$ cat src/rtl/clkgate_pkg.sv
// ---------------------------------------------------------------------------
// clkgate_pkg
//   Shared definitions for the clock-gate enable controller:
//   - clkgate_state_e : FSM state type (OFF, WAKE, ON, IDLE_WAIT), 2-bit code
//   - S_* constants   : the same codes as plain logic constants. The FSM
//                       register is declared as plain logic, so the
//                       controller uses these constants to name its states.
//   - clog2_int / timer_width : size the shared wake/idle timer
// ---------------------------------------------------------------------------
package clkgate_pkg;

  typedef enum logic [1:0] {
    ST_OFF       = 2'd0,
    ST_WAKE      = 2'd1,
    ST_ON        = 2'd2,
    ST_IDLE_WAIT = 2'd3
  } clkgate_state_e;

  localparam logic [1:0] S_OFF       = 2'd0;
  localparam logic [1:0] S_WAKE      = 2'd1;
  localparam logic [1:0] S_ON        = 2'd2;
  localparam logic [1:0] S_IDLE_WAIT = 2'd3;

  // Smallest width such that (1 << width) >= value.
  function automatic int clog2_int(input int value);
    int width;
    width = 0;
    while ((1 << width) < value) width++;
    return width;
  endfunction

  // The timer only ever holds WAKE_CYCLES-1 or IDLE_CYCLES-1, so
  // clog2(max) bits are enough. A minimum of one bit keeps the vector legal
  // when both delays are 1.
  function automatic int timer_width(input int wake_cycles, input int idle_cycles);
    int max_cycles;
    int width;
    max_cycles = (wake_cycles > idle_cycles) ? wake_cycles : idle_cycles;
    width = clog2_int(max_cycles);
    return (width < 1) ? 1 : width;
  endfunction

endpackage

$ cat src/rtl/clkgate_downcnt.sv
// ---------------------------------------------------------------------------
// clkgate_downcnt
//   Loadable down-counter with a zero flag. It is the shared wake/idle timer
//   of clkgate_ctrl. A load takes priority over a decrement. A decrement at
//   zero leaves the count at zero, so the counter never wraps.
// Ports
//   clk      in  1  free-running clock
//   rst      in  1  asynchronous active-high reset (count -> 0)
//   load     in  1  load load_val on the next rising edge
//   load_val in  W  value to load
//   dec      in  1  decrement on the next rising edge (when not loading)
//   zero     out 1  count is zero (decoded from the count flops)
// ---------------------------------------------------------------------------
module clkgate_downcnt
  import clkgate_pkg::*;
#(
  parameter int W = 4
) (
  input  logic         clk,
  input  logic         rst,
  input  logic         load,
  input  logic [W-1:0] load_val,
  input  logic         dec,
  output logic         zero
);

  logic [W-1:0] count;

  always_ff @(posedge clk or posedge rst) begin
    if (rst) begin
      count <= '0;
    end else if (load) begin
      count <= load_val;
    end else if (dec && (count != '0)) begin
      count <= count - W'(1);
    end
  end

  assign zero = (count == '0);

endmodule

$ cat src/rtl/clkgate_ctrl.sv
// ---------------------------------------------------------------------------
// clkgate_ctrl
//   Enable-side controller for the latch-based clock gate. It turns requester
//   wake requests, busy flags and a debug override into a registered,
//   glitch-free 'gate' enable.
//   - Each requester uses a four-phase req/ack handshake.
//   - A requester is acked only after gate has been high for WAKE_CYCLES.
//   - After the last activity ends, gate stays high for IDLE_CYCLES
//     consecutive idle cycles before it drops.
//   Every output comes straight from a flop, so gate changes only on a rising
//   clk edge or on asynchronous reset.
// Ports
//   clk       in  1     free-running (always-on) clock
//   rst       in  1     asynchronous active-high reset
//   req       in  NREQ  per-requester wake request, held until ack
//   busy      in  NREQ  per-requester activity, keeps clock on, no handshake
//   force_on  in  1     debug override, keeps gate high while set
//   gate      out 1     registered enable to clkgate.gate
//   ack       out NREQ  per-requester ack, high only while the clock is stable
//   clk_on    out 1     status: controller is in ON or IDLE_WAIT
//   wake_cnt  out CNTW  saturating count of OFF->WAKE transitions
// ---------------------------------------------------------------------------
module clkgate_ctrl
  import clkgate_pkg::*;
#(
  parameter int NREQ        = 4,
  parameter int WAKE_CYCLES = 2,
  parameter int IDLE_CYCLES = 16,
  parameter int CNTW        = 16
) (
  input  logic            clk,
  input  logic            rst,
  input  logic [NREQ-1:0] req,
  input  logic [NREQ-1:0] busy,
  input  logic            force_on,
  output logic            gate,
  output logic [NREQ-1:0] ack,
  output logic            clk_on,
  output logic [CNTW-1:0] wake_cnt
);

  localparam int TW = timer_width(WAKE_CYCLES, IDLE_CYCLES);
  localparam logic [TW-1:0] WAKE_LOAD = TW'(WAKE_CYCLES - 1);
  localparam logic [TW-1:0] IDLE_LOAD = TW'(IDLE_CYCLES - 1);

  logic [1:0]    state;
  logic [1:0]    next_state;
  logic          activity;
  logic          timer_load;
  logic [TW-1:0] timer_load_val;
  logic          timer_dec;
  logic          timer_zero;
  logic          next_clk_on;

  assign activity = (|req) | (|busy) | force_on;

  // One timer serves both phases, because WAKE and IDLE_WAIT never overlap.
  // It is loaded on the edge that enters the phase and counts down to zero.
  clkgate_downcnt #(
    .W (TW)
  ) u_timer (
    .clk      (clk),
    .rst      (rst),
    .load     (timer_load),
    .load_val (timer_load_val),
    .dec      (timer_dec),
    .zero     (timer_zero)
  );

  // Next-state and timer control. WAKE always runs to completion, even if
  // activity goes away meanwhile. IDLE_WAIT returns straight to ON on any
  // activity, with no new wake delay. ON wins when activity arrives on the
  // same cycle the idle timer reaches zero.
  always_comb begin
    next_state     = state;
    timer_load     = 1'b0;
    timer_load_val = '0;
    timer_dec      = 1'b0;
    case (state)
      S_OFF: begin
        if (activity) begin
          next_state     = S_WAKE;
          timer_load     = 1'b1;
          timer_load_val = WAKE_LOAD;
        end
      end
      S_WAKE: begin
        if (timer_zero) begin
          next_state = S_ON;
        end else begin
          timer_dec = 1'b1;
        end
      end
      S_ON: begin
        if (!activity) begin
          next_state     = S_IDLE_WAIT;
          timer_load     = 1'b1;
          timer_load_val = IDLE_LOAD;
        end
      end
      S_IDLE_WAIT: begin
        if (activity) begin
          next_state = S_ON;
        end else if (timer_zero) begin
          next_state = S_OFF;
        end else begin
          timer_dec = 1'b1;
        end
      end
      default: begin
        next_state = S_OFF;
      end
    endcase
  end

  assign next_clk_on = (next_state == S_ON) || (next_state == S_IDLE_WAIT);

  // The outputs are registered from next_state, so they line up with the
  // state register. Acks follow req only while the clock is stable. This
  // includes the edge that enters ON, so a request raised during WAKE is
  // acked on that entry edge.
  always_ff @(posedge clk or posedge rst) begin
    if (rst) begin
      state  <= S_OFF;
      gate   <= 1'b0;
      clk_on <= 1'b0;
      ack    <= '0;
    end else begin
      state  <= next_state;
      gate   <= (next_state != S_OFF);
      clk_on <= next_clk_on;
      ack    <= next_clk_on ? req : '0;
    end
  end

  // Count only the OFF->WAKE transition. Requests that arrive together join
  // the same wake, so they add one count. The counter holds at all-ones.
  always_ff @(posedge clk or posedge rst) begin
    if (rst) begin
      wake_cnt <= '0;
    end else if ((state == S_OFF) && activity && (wake_cnt != '1)) begin
      wake_cnt <= wake_cnt + CNTW'(1);
    end
  end

endmodule

$ cat config.mk
export PLATFORM = sky130hd
export DESIGN_NAME = clkgate_ctrl
export DESIGN_NICKNAME = d
export VERILOG_FILES = /design/src/rtl/clkgate_pkg.sv /design/src/rtl/clkgate_downcnt.sv /design/src/rtl/clkgate_ctrl.sv
export SDC_FILE = /design/constraint.sdc
export NUM_CORES = 1
export LEC_CHECK = 0
export CORE_MARGIN = 5
export CORE_UTILIZATION = 45
export CTS_CLUSTER_SIZE = 25
export DETAILED_ROUTE_END_ITERATION = 7
export PLACE_DENSITY_LB_ADDON = 0.12
export SKIP_CTS_REPAIR_TIMING = 1
export SLEW_MARGIN = 20
export SYNTH_ARGS = -nofsm -noshare
export SYNTH_HDL_FRONTEND = slang
export SYNTH_HIERARCHICAL = 1
export SYNTH_SLANG_ARGS = --single-unit
export TNS_END_PERCENT = 50
$ cat constraint.sdc
create_clock -name clk -period 2.7 [get_ports clk]
set_clock_uncertainty 0.1 [all_clocks]
set_input_delay 0.54 -clock clk [delete_from_list [all_inputs] [get_ports clk]]
set_output_delay 0.54 -clock clk [all_outputs]
set_load 0.01 [all_outputs]
==> Flow_metrics.wiki <==
{| class="wikitable"
! Metric !! Value
|-
| Final setup margin || 90.89 ps
|-
| Initial standard-cell utilization of the core || 0.4617
|-
| Antenna violations before repair || 0
|-
| Clock-pin slew reported for the worst setup and hold paths after clock tree synthesis || 130 ps
|-
| Port-buffer cells || 32
|-
| Final hold violation count || 0
|-
| CTS max path bufs || 2
|-
| Crit path depth || 8
|-
| Pleak || 0.0008317 µW
|-
| H-Tree Depth || 1
|-
| Post-synth EDFFs || 0
|-
| Beginning of the critical path || req[3]
|-
| Setup repair after global routing missed its margin || no
|-
| Fin crit share || 0.9663
|-
| Buffer type at the clock tree root || clkbuf_4
|-
| Inserted Clock Buffers || 3
|-
| # nets final || 187
|-
| Slowest cell delay on critical path || 420 ps
|-
| Area overhead of the layout relative to synthesis || 35.38%
|-
| Share of cells above drive strength 1 || 0.1850
|-
| Post-route antenna net violation count || 0
|-
| Path type of the worst min-delay path || primary input to asynchronous set/reset pin
|-
| Share of flip-flops with an asynchronous set or reset after synthesis || 1.000
|-
| Worst Reg2Reg Path Length in Cells || 5
|-
| Clock latency on the worst-skew pair || 330 ps
|-
| Outcome || complete, no violations
|-
| Required time of the critical path || 2820 ps
|-
| Number of cell rows || 20
|-
| Sequential cell area fraction in the yosys report || 0.4874
|-
| Placeable core area || 3003 µm²
|-
| Max-slew violation total from the final report || 0
|-
| Number of distinct library cells after synthesis || 45
|-
| Least-Margin Pin Slew || 646.9 ps
|-
| Kind of critical path || primary input to flop
|-
| Number of ports placed on the die boundary || 33
|-
| Via density per instance || 5.413
|-
| CP Max Fanout || 3
|-
| Slowest stage cell on the critical path || or4_4
|-
| Leading post-synthesis cells by cell area || dfrtp_1 (49%), xnor2_1 (5.1%), nand4_1 (4.1%)
|-
| Worst reg2reg startpoint || wake_cnt[0]$_DFFE_PP0P_
|-
| Yosys synthesis warning count || 6
|-
| Total number of vias || 1115
|-
| End point of the critical path || u_timer/count[3]$_DFFE_PP0P_
|-
| TritonCTS clock tree || done
|-
| Sinks on Clock Net || 27
|-
| Endpoint kind of the worst setup timing path || flop
|-
| Number of DRC violations after detailed routing || 0
|-
| Area share of the leading cell type in the synthesized netlist || 0.4874
|-
| Max-cap check violation count || 0
|-
| Number of iterations in the first detailed-routing pass || 4
|-
| Maximum clock rate || 383.3 MHz
|-
| Number of placed instances, taps included || 201
|-
| Die outline height || 65.51 µm
|-
| Cells after Synth || 128
|-
| Bufs and invs on worst path || 1
|-
| Areal power density over the cells || 338.9 nW/µm²
|-
| Via count of the first global-routing pass || 1166
|-
| Post-placement setup slack || -320.6 ps
|-
| Utilization after layout || 0.6250
|-
| Netlist area before placement || 1386 µm²
|-
| Setup violation total in the final timing report || 0
|-
| Non-filler instance count after layout || 206
|-
| Cells along the critical path || clkdlybuf4s50_1 > or4_4 > or3_4 > and2_4 > nor3b_4 > nor4b_4 > nor3b_2 > a221o_1
|-
| WL final || 2937 µm
|-
| Die Outline Area || 4291 µm²
|-
| Post-detail-place hpwl || 2226 µm
|-
| Largest net degree at the start of global routing || 24
|-
| FF-to-FF setup slack || 500 ps
|-
| Leading cell type by number of instances after synthesis || dfrtp_1
|-
| Final weighted congestion in routability-driven placement || 0.7484
|-
| Synth Net Count || 141
|-
| Initial detailed-routing violation count || 59
|-
| Post-synthesis area per instance || 10.83 µm²
|-
| Global-route wire length before repair || 5285 µm
|-
| Peak ir drop on the vdd network || 0.0002795 V
|-
| Launching element type of the critical path || primary input
|-
| Top post-synthesis cells by count || dfrtp_1 (27), nand4_1 (9), nor3_1 (8), xnor2_1 (8)
|-
| Final-layout worst hold slack || 319.1 ps
|-
| Die boundary width || 65.51 µm
|-
| Total inserted antenna cells || 0
|-
| Library cell occupying the most area in the post-synthesis netlist || dfrtp_1
|-
| Detail-routed net length per standard cell || 14.26 µm
|-
| Time the final worst path needs with I/O delays and setup || 2609 ps
|-
| Total track usage || 0.1566
|-
| Total of flip-flops plus latches after synthesis || 27
|-
| Headroom to the max-slew limit || 0.5648
|-
| Primary FF master, synth || dfrtp_1
|-
| R2R Path End || wake_cnt[1]$_DFFE_PP0P_
|-
| Arrival time worst endpoint || 2730 ps
|-
| Overflow left after global routing || 0
|-
| CP delay by family, top || simple AND/OR/NAND/NOR gates
|}
==> layout make-up <==
class	instances	area, µm²
clock buffers	3	22.52
clock inverters	1	5.005
fillers	273	1126
inverters	5	18.77
multi-input cells	92	688.2
flip-flops and latches	27	675.6
well taps	33	41.29
repair buffers	45	425.4
==> flip-flops by register name, indices dropped and copies added, names as in the netlist <==
name	flops
ack	4
state	1
u_timer/count	4
gate	1
clk_on	1
wake_cnt	16
==> routing by layer <==
| metal | vias to the layer above | routed length (µm) | share of wire | GRT usage |
|---|---|---|---|---|
| met5 | - | 0 | 0 | 0 |
| met4 | 0 | 0 | 0 | 0.04663 |
| met3 | 0 | 185 | 0.063 | 0.03077 |
| met2 | 29 | 1340 | 0.46 | 0.2528 |
| met1 | 525 | 1411 | 0.48 | 0.2122 |
| li1 | 561 | - | - | - |
==> worst min path at each step <==
stage / end / slack [ps]
after floorplan: u_timer/count[0]$_DFFE_PP0P_ / 210
after global placement: wake_cnt[10]$_DFFE_PP0P_ / 380
after detailed placement: wake_cnt[10]$_DFFE_PP0P_ / 380
after CTS: u_timer/count[2]$_DFFE_PP0P_ / 310
after global routing: u_timer/count[2]$_DFFE_PP0P_ / 340
final: u_timer/count[2]$_DFFE_PP0P_ / 320
==> placed cells by master (no fill, tap or decap), types with 2 or more instances in the layout <==
cell type,instances
and2_1,3
nand2b_1,2
o21ai_1,2
dlymetal6s2s_1,3
xnor2_1,8
and3_1,3
ha_1,2
inv_1,5
nand3_1,4
nor3_1,8
nand2_1,6
clkdlybuf4s50_1,29
nor2_1,4
and4_1,2
buf_4,13
a21oi_1,6
mux2_2,2
nand4_1,9
xor2_1,5
clkbuf_4,3
dfrtp_1,27
==> through the flow <==
stage	total power [µW]	TNS, ps	area [µm²]
floorplan	441.7	-99.50	1401
global placement	470.7	-829.0	1829
detailed placement	472.1	-1022	1829
CTS	648.0	0	1857
global route	666.9	0	1877
finish	636.0	0	1877
==> power by group <==
part / total, µW / internal, µW / switching (µW)
sequential: 411 / 409 / 2.43
combinational: 51.9 / 28.3 / 23.7
clock: 173 / 55.6 / 117
total: 636 / 493 / 143
==> logic make-up after synthesis <==
| kind of cell | Yosys count | synth area share |
|---|---|---|
| compound gates | 16 | 0.08213 |
| buf+inv | 9 | 0.03069 |
| flops | 27 | 0.4874 |
| fa+ha+maj | 2 | 0.01805 |
| simple gates | 59 | 0.2834 |
| xor+xnor | 13 | 0.08213 |
| mux | 2 | 0.01624 |
==> worst register-to-register path: stages (launching register included) <==
cell and delay, ps:
dfrtp_1 470, ha_1 240, nand4_1 120, or4_1 650
nand3_1 180, mux2_2 340
Note: power is estimated with default switching activity, not from simulation.
